File: src/rtl/ps2_pkg.sv
// Shared types and scancode constants for the PS/2 keyboard receiver.
package ps2_pkg;

  typedef enum logic [1:0] {IDLE, DATA, PARITY, STOP} ps2_state_e;

  localparam logic [7:0] PS2_EXT    = 8'hE0;
  localparam logic [7:0] PS2_BRK    = 8'hF0;
  localparam logic [7:0] PS2_PAUSE  = 8'hE1;
  localparam logic [7:0] PS2_BAT_OK = 8'hAA;
  localparam logic [7:0] PS2_ECHO   = 8'hEE;
  localparam logic [7:0] PS2_ACK    = 8'hFA;
  localparam logic [7:0] PS2_RESEND = 8'hFE;
  localparam logic [7:0] PS2_ERR0   = 8'h00;
  localparam logic [7:0] PS2_ERR1   = 8'hFF;

  // Device status/control bytes: reported raw, never turned into key events.
  function automatic logic ps2_is_status(input logic [7:0] b);
    return b inside {PS2_PAUSE, PS2_BAT_OK, PS2_ECHO, PS2_ACK, PS2_RESEND, PS2_ERR0, PS2_ERR1};
  endfunction

endpackage

File: src/rtl/ps2_kbd_rx_if.sv
// Receiver output bundle: raw byte stream, decoded key events and error pulses.
interface ps2_kbd_rx_if;
  logic       RAW_VALID;
  logic [7:0] RAW_BYTE;
  logic       KEY_VALID;
  logic [7:0] KEY_CODE;
  logic       KEY_EXT;
  logic       KEY_RELEASE;
  logic       PARITY_ERR;
  logic       FRAME_ERR;

  modport master (
    output RAW_VALID, RAW_BYTE, KEY_VALID, KEY_CODE, KEY_EXT, KEY_RELEASE, PARITY_ERR, FRAME_ERR
  );

  modport slave (
    input RAW_VALID, RAW_BYTE, KEY_VALID, KEY_CODE, KEY_EXT, KEY_RELEASE, PARITY_ERR, FRAME_ERR
  );
endinterface

File: src/rtl/ps2_line_filter.sv
// Two-FF synchroniser plus run-length deglitch for one PS/2 line (idle high).
module ps2_line_filter #(
  parameter int unsigned FILTER_LEN = 8
) (
  input  logic clk_sys,
  input  logic rst_n,
  input  logic line,
  output logic level,
  output logic fall,
  output logic toggle
);

  localparam int unsigned CntW = (FILTER_LEN > 1) ? $clog2(FILTER_LEN) : 1;
  localparam logic [CntW-1:0] CntMax = CntW'(FILTER_LEN - 1);

  logic [1:0]      sync_q;
  logic            level_q;
  logic [CntW-1:0] cnt_q;
  logic            fall_q;
  logic            toggle_q;

  always_ff @(posedge clk_sys or negedge rst_n) begin
    if (!rst_n) begin
      sync_q   <= 2'b11;
      level_q  <= 1'b1;
      cnt_q    <= '0;
      fall_q   <= 1'b0;
      toggle_q <= 1'b0;
    end else begin
      sync_q   <= {sync_q[0], line};
      fall_q   <= 1'b0;
      toggle_q <= 1'b0;
      // cnt_q counts consecutive samples disagreeing with the filtered level.
      if (sync_q[1] != level_q) begin
        if (cnt_q == CntMax) begin
          level_q  <= sync_q[1];
          cnt_q    <= '0;
          toggle_q <= 1'b1;
          fall_q   <= level_q;
        end else begin
          cnt_q <= cnt_q + CntW'(1);
        end
      end else begin
        cnt_q <= '0;
      end
    end
  end

  assign level  = level_q;
  assign fall   = fall_q;
  assign toggle = toggle_q;

endmodule

File: src/rtl/ps2_kbd_rx.sv
// PS/2 keyboard receiver: frames device-to-host words and folds E0/F0 prefixes into key events.
module ps2_kbd_rx
  import ps2_pkg::*;
#(
  parameter int unsigned FILTER_LEN = 8,
  parameter int unsigned TIMEOUT    = 60000
) (
  input  logic          CLK,
  input  logic          RESET_N,
  input  logic          PS2_CLK,
  input  logic          PS2_DAT,
  ps2_kbd_rx_if.master  bus
);

  localparam int unsigned ToW = $clog2(TIMEOUT + 1);
  localparam logic [ToW-1:0] ToMax  = ToW'(TIMEOUT);
  localparam logic [ToW-1:0] ToLast = ToW'(TIMEOUT - 1);

  logic clk_level, clk_fall, clk_toggle;
  logic dat_level, dat_fall, dat_toggle;

  ps2_line_filter #(.FILTER_LEN(FILTER_LEN)) u_clk_filter (
    .clk_sys (CLK),
    .rst_n   (RESET_N),
    .line    (PS2_CLK),
    .level   (clk_level),
    .fall    (clk_fall),
    .toggle  (clk_toggle)
  );

  ps2_line_filter #(.FILTER_LEN(FILTER_LEN)) u_dat_filter (
    .clk_sys (CLK),
    .rst_n   (RESET_N),
    .line    (PS2_DAT),
    .level   (dat_level),
    .fall    (dat_fall),
    .toggle  (dat_toggle)
  );

  logic unused_ok;
  assign unused_ok = ^{clk_level, dat_fall, dat_toggle};

  ps2_state_e     state_q;
  logic [2:0]     bitcnt_q;
  logic [7:0]     sr_q;
  logic           par_ok_q;
  logic           ext_q;
  logic           rel_q;
  logic [ToW-1:0] to_q;

  logic       raw_valid_q;
  logic [7:0] raw_byte_q;
  logic       key_valid_q;
  logic [7:0] key_code_q;
  logic       key_ext_q;
  logic       key_release_q;
  logic       parity_err_q;
  logic       frame_err_q;

  always_ff @(posedge CLK or negedge RESET_N) begin
    if (!RESET_N) begin
      state_q       <= IDLE;
      bitcnt_q      <= '0;
      sr_q          <= '0;
      par_ok_q      <= 1'b0;
      ext_q         <= 1'b0;
      rel_q         <= 1'b0;
      to_q          <= '0;
      raw_valid_q   <= 1'b0;
      raw_byte_q    <= '0;
      key_valid_q   <= 1'b0;
      key_code_q    <= '0;
      key_ext_q     <= 1'b0;
      key_release_q <= 1'b0;
      parity_err_q  <= 1'b0;
      frame_err_q   <= 1'b0;
    end else begin
      raw_valid_q  <= 1'b0;
      key_valid_q  <= 1'b0;
      parity_err_q <= 1'b0;
      frame_err_q  <= 1'b0;

      if (clk_toggle || state_q == IDLE) begin
        to_q <= '0;
      end else if (to_q != ToMax) begin
        to_q <= to_q + ToW'(1);
      end

      // Timeout only fires when no clock edge arrives in the same cycle.
      if (state_q != IDLE && !clk_toggle && to_q == ToLast) begin
        state_q     <= IDLE;
        frame_err_q <= 1'b1;
        ext_q       <= 1'b0;
        rel_q       <= 1'b0;
      end else if (clk_fall) begin
        unique case (state_q)
          IDLE: begin
            if (!dat_level) begin
              state_q  <= DATA;
              bitcnt_q <= '0;
            end else begin
              frame_err_q <= 1'b1;
              ext_q       <= 1'b0;
              rel_q       <= 1'b0;
            end
          end
          DATA: begin
            sr_q     <= {dat_level, sr_q[7:1]};
            bitcnt_q <= bitcnt_q + 3'd1;
            if (bitcnt_q == 3'd7) state_q <= PARITY;
          end
          PARITY: begin
            par_ok_q <= ^sr_q ^ dat_level;
            state_q  <= STOP;
          end
          STOP: begin
            state_q <= IDLE;
            if (!dat_level) begin
              frame_err_q <= 1'b1;
              ext_q       <= 1'b0;
              rel_q       <= 1'b0;
            end else if (!par_ok_q) begin
              parity_err_q <= 1'b1;
              ext_q        <= 1'b0;
              rel_q        <= 1'b0;
            end else begin
              raw_valid_q <= 1'b1;
              raw_byte_q  <= sr_q;
              if (sr_q == PS2_EXT) begin
                ext_q <= 1'b1;
              end else if (sr_q == PS2_BRK) begin
                rel_q <= 1'b1;
              end else if (ps2_is_status(sr_q)) begin
                ext_q <= 1'b0;
                rel_q <= 1'b0;
              end else begin
                key_valid_q   <= 1'b1;
                key_code_q    <= sr_q;
                key_ext_q     <= ext_q;
                key_release_q <= rel_q;
                ext_q         <= 1'b0;
                rel_q         <= 1'b0;
              end
            end
          end
          default: state_q <= IDLE;
        endcase
      end
    end
  end

  assign bus.RAW_VALID   = raw_valid_q;
  assign bus.RAW_BYTE    = raw_byte_q;
  assign bus.KEY_VALID   = key_valid_q;
  assign bus.KEY_CODE    = key_code_q;
  assign bus.KEY_EXT     = key_ext_q;
  assign bus.KEY_RELEASE = key_release_q;
  assign bus.PARITY_ERR  = parity_err_q;
  assign bus.FRAME_ERR   = frame_err_q;

endmodule

File: src/flat_wrapper.sv
// flat-port wrapper written by rule: the top's interface ports become plain ports
module ps2_kbd_rx_flat import ps2_pkg::*;
#(
  parameter int unsigned FILTER_LEN = 8,
  parameter int unsigned TIMEOUT    = 60000
)
  (CLK, RESET_N, PS2_CLK, PS2_DAT, bus_RAW_VALID, bus_RAW_BYTE, bus_KEY_VALID, bus_KEY_CODE, bus_KEY_EXT, bus_KEY_RELEASE, bus_PARITY_ERR, bus_FRAME_ERR);
  ps2_kbd_rx_if bus_i ();
  input  logic CLK;
  input  logic RESET_N;
  input  logic PS2_CLK;
  input  logic PS2_DAT;
  output wire logic [$bits(bus_i.RAW_VALID)-1:0] bus_RAW_VALID;
  output wire logic [$bits(bus_i.RAW_BYTE)-1:0] bus_RAW_BYTE;
  output wire logic [$bits(bus_i.KEY_VALID)-1:0] bus_KEY_VALID;
  output wire logic [$bits(bus_i.KEY_CODE)-1:0] bus_KEY_CODE;
  output wire logic [$bits(bus_i.KEY_EXT)-1:0] bus_KEY_EXT;
  output wire logic [$bits(bus_i.KEY_RELEASE)-1:0] bus_KEY_RELEASE;
  output wire logic [$bits(bus_i.PARITY_ERR)-1:0] bus_PARITY_ERR;
  output wire logic [$bits(bus_i.FRAME_ERR)-1:0] bus_FRAME_ERR;
  assign bus_RAW_VALID = bus_i.RAW_VALID;
  assign bus_RAW_BYTE = bus_i.RAW_BYTE;
  assign bus_KEY_VALID = bus_i.KEY_VALID;
  assign bus_KEY_CODE = bus_i.KEY_CODE;
  assign bus_KEY_EXT = bus_i.KEY_EXT;
  assign bus_KEY_RELEASE = bus_i.KEY_RELEASE;
  assign bus_PARITY_ERR = bus_i.PARITY_ERR;
  assign bus_FRAME_ERR = bus_i.FRAME_ERR;
  ps2_kbd_rx #(.FILTER_LEN(FILTER_LEN), .TIMEOUT(TIMEOUT)) u_core (.CLK(CLK), .RESET_N(RESET_N), .PS2_CLK(PS2_CLK), .PS2_DAT(PS2_DAT), .bus(bus_i));
endmodule
File: config.mk
export PLATFORM = sky130hd
export DESIGN_NAME = ps2_kbd_rx_flat
export DESIGN_NICKNAME = d
export VERILOG_FILES = /design/src/rtl/ps2_pkg.sv /design/src/rtl/ps2_kbd_rx_if.sv /design/src/rtl/ps2_line_filter.sv /design/src/rtl/ps2_kbd_rx.sv /design/src/flat_wrapper.sv
export SDC_FILE = /design/constraint.sdc
export NUM_CORES = 1
export LEC_CHECK = 0
export BUFFER_PORTS_ARGS = -buffer_cell sky130_fd_sc_hd__clkbuf_2
export CAP_MARGIN = 20
export CORE_MARGIN = 3
export CORE_UTILIZATION = 67
export CTS_BUF_LIST = sky130_fd_sc_hd__clkbuf_8
export DETAILED_ROUTE_END_ITERATION = 8
export HOLD_SLACK_MARGIN = 0.03
export PLACE_DENSITY = 0.86
export SYNTH_ARGS = -nofsm -noshare
export SYNTH_HDL_FRONTEND = slang
export SYNTH_HIERARCHICAL = 1
export SYNTH_SLANG_ARGS = --single-unit
File: constraint.sdc
create_clock -name CLK -period 7.1 [get_ports CLK]
set_clock_uncertainty 0.1 [all_clocks]
set_input_delay 1.065 -clock CLK [delete_from_list [all_inputs] [get_ports CLK]]
set_output_delay 1.065 -clock CLK [all_outputs]
set_load 0.02 [all_outputs]
==> results by group <==
Run status
  • Status: finished clean

CTS
  • TritonCTS Buffers: 9
  • Max clock buf depth: 2
  • # clock sinks: 68
  • Post-CTS sizing: 0
  • Cell at the root of the clock tree: clkbuf_8
  • Post-CTS setup buffers: 0
  • TritonCTS clock tree: done
  • Clock slew at reported path FFs: 0.07 ns
  • Hold Buf Count CTS: 0
  • Htree depth: 3
  • Clock Latency Late Sink: 0.34 ns

GRT
  • Met2 global-route usage: 37.7%
  • Largest net degree at the start of global routing: 69
  • Total GRT Usage: 23.6%
  • Number of global-route vias before repair: 2202
  • Grt met1 use: 30.7%
  • First-pass GRT wire length: 10700 um
  • Initial antenna violation count: 0
  • Gr ovfl total: 0
  • GR Layer Usage met3: 4.02%
  • GRT busiest layer: met2

Floorplan
  • Die X: 76.5 um
  • CORE AREA: 4750 sq um
  • FP Rows: 25
  • Die Span Y: 76.5 um
  • Initial core utilization: 70.0%
  • IO Pins: 26
  • Die Area: 5850 sq um

Timing
  • Max-slew headroom: 46.5%
  • Setup TNS: 0 ns
  • Final hold violations: 0
  • Minimum clock period: 2.73 ns
  • Setup violations, final: 0
  • Final Cycle Share: 38.4%
  • Worst hold slack: 0.254 ns
  • Worst-Margin Slew: 0.803 ns
  • Final Max Slew Viols: 0
  • RSZ-0062 raised after global routing: false
  • FMAX: 367 MHz

Cells and area
  • Final core area utilization: 78.7%
  • FF/Latch Area: 1710 sq um
  • Layout cells sized above 1: 23.7%
  • Final net count: 340
  • Fill count: 312
  • Area of the multi-input gates: 1510 sq um
  • Number of diodes: 0
  • Final std cells w/o fill: 383
  • Final Cell Area: 3740 sq um
  • Area grow syn2layout: 12.4%

Detailed routing
  • Initial DRC count: 128
  • Final antenna-violating net count: 0
  • Wire per inst: 15.5 um
  • Drt first pass iters: 5
  • Via Count: 2137
  • Post-Route WL: 5960 um
  • Via/cell ratio: 5.58
  • # DRC: 0

Yosys
  • Ys Warns: 6
  • Syn_area_per_cell: 11.8 sq um
  • Syn Inst Count: 282
  • Post-synthesis net count: 311
  • Synthesized area: 3330 sq um

Power and ir drop
  • Power per Cell Area: 235 nW/um^2
  • Cell leakage power: 1.85 nW
  • Worst IR Drop VDD: 0.193 mV

Placement
  • Dpl cells: 367
  • PortBufs: 25
  • Hpwl dp: 3930 um
  • Final GP Congestion: 0.854
  • DP Area: 3490 sq um

Critical path
  • CP max FO: 17
  • Worst setup SP type: flip-flop
  • Setup Crit Path Kind: flip-flop to flip-flop
  • Worst path required time: 7.23 ns
  • Crit end category: flip-flop
  • CP Data Arrival Time: 2.85 ns

Hold path
  • Worst min path class: flip-flop to flip-flop

Job
  • # Max-Cap Violations: 0
[power by group]
group	leakage, nW	internal, mW	switching, mW
clock network	0.131	0.251	0.139
logic	0.795	0.0285	0.0308
registers	0.924	0.411	0.0171
total	1.85	0.691	0.187
[flip-flops by register name, summed over array words and instances, names as in the netlist, 2 cells and up]
name,count
u_core/u_clk_filter/cnt_q,3
u_core/sr_q,8
u_core/u_dat_filter/cnt_q,3
u_core/u_clk_filter/sync_q,2
u_core/to_q,16
u_core/u_dat_filter/sync_q,2
u_core/state_q,2
u_core/bitcnt_q,3
u_core/bus.RAW_BYTE,8
u_core/bus.KEY_CODE,8
[cell type report]
| type | count | area share (%) |
|---|---|---|
| flip-flops and latches | 68 | 45.7 |
| inverters | 15 | 1.50 |
| repair buffers | 26 | 3.54 |
| clock buffers | 11 | 4.05 |
| clock inverters | 5 | 2.64 |
| well taps | 67 | 2.24 |
| multi-input cells | 191 | 40.4 |
[cell usage in the layout, fill, tap and decap left out, drive strengths merged, types with 2 or more instances in the layout]
cell type	count
nor2b	2
inv	16
or3	3
nor4b	2
a21o	2
dfstp	6
a21oi	8
mux2i	2
ha	25
and4	2
nand4	3
nor2	16
and3	2
a32oi	2
nand4bb	2
nand3	14
mux2	22
nand2	27
xnor2	6
o211ai	2
dfrtp	62
and3b	2
bufinv	3
nor3b	2
a32o	2
and2	9
clkbuf	35
nor3	3
xor2	11
o21ai	12
buf	2
nor4	2
[critical path, stage by stage (launching register included)]
cell and delay (ns):
dfrtp_1 0.40, inv_1 0.12, ha_1 0.29, or2_1 0.56, nor4_4 0.11, a21oi_4 0.39
nand3_4 0.27, mux2_4 0.37
[metrics by stage]
stage	setup slack, ns	power, mW
after floorplan	4.87	0.475
after CTS	4.34	0.883
after global placement	4.46	0.491
after global routing	4.15	0.917
final	4.37	0.878
after detailed placement	4.36	0.495
[routing by layer]
layer,wire length [um],up-vias
met5,0,-
met4,162,0
met3,259,14
met2,2870,58
met1,2660,1033
li1,-,1032
[path summary, 6_finish.rpt]
path                                                from                            end  slack [ns]  cells past startpoint
min                        u_core/u_dat_filter/sync_q[0]  u_core/u_dat_filter/sync_q[1]        0.25                      0
min reg2reg                u_core/u_dat_filter/sync_q[0]  u_core/u_dat_filter/sync_q[1]        0.25                      0
max                                    u_core/state_q[0]             u_core/bus.KEY_EXT        4.37                      7
min in group asynchronous                        RESET_N         u_core/bus.KEY_CODE[1]        0.80                      2
max in group asynchronous                        RESET_N                 u_core/to_q[8]        5.58                      2
max reg2reg                            u_core/state_q[0]             u_core/bus.KEY_EXT        4.37                      7
(Power assumes the default switching activity.)
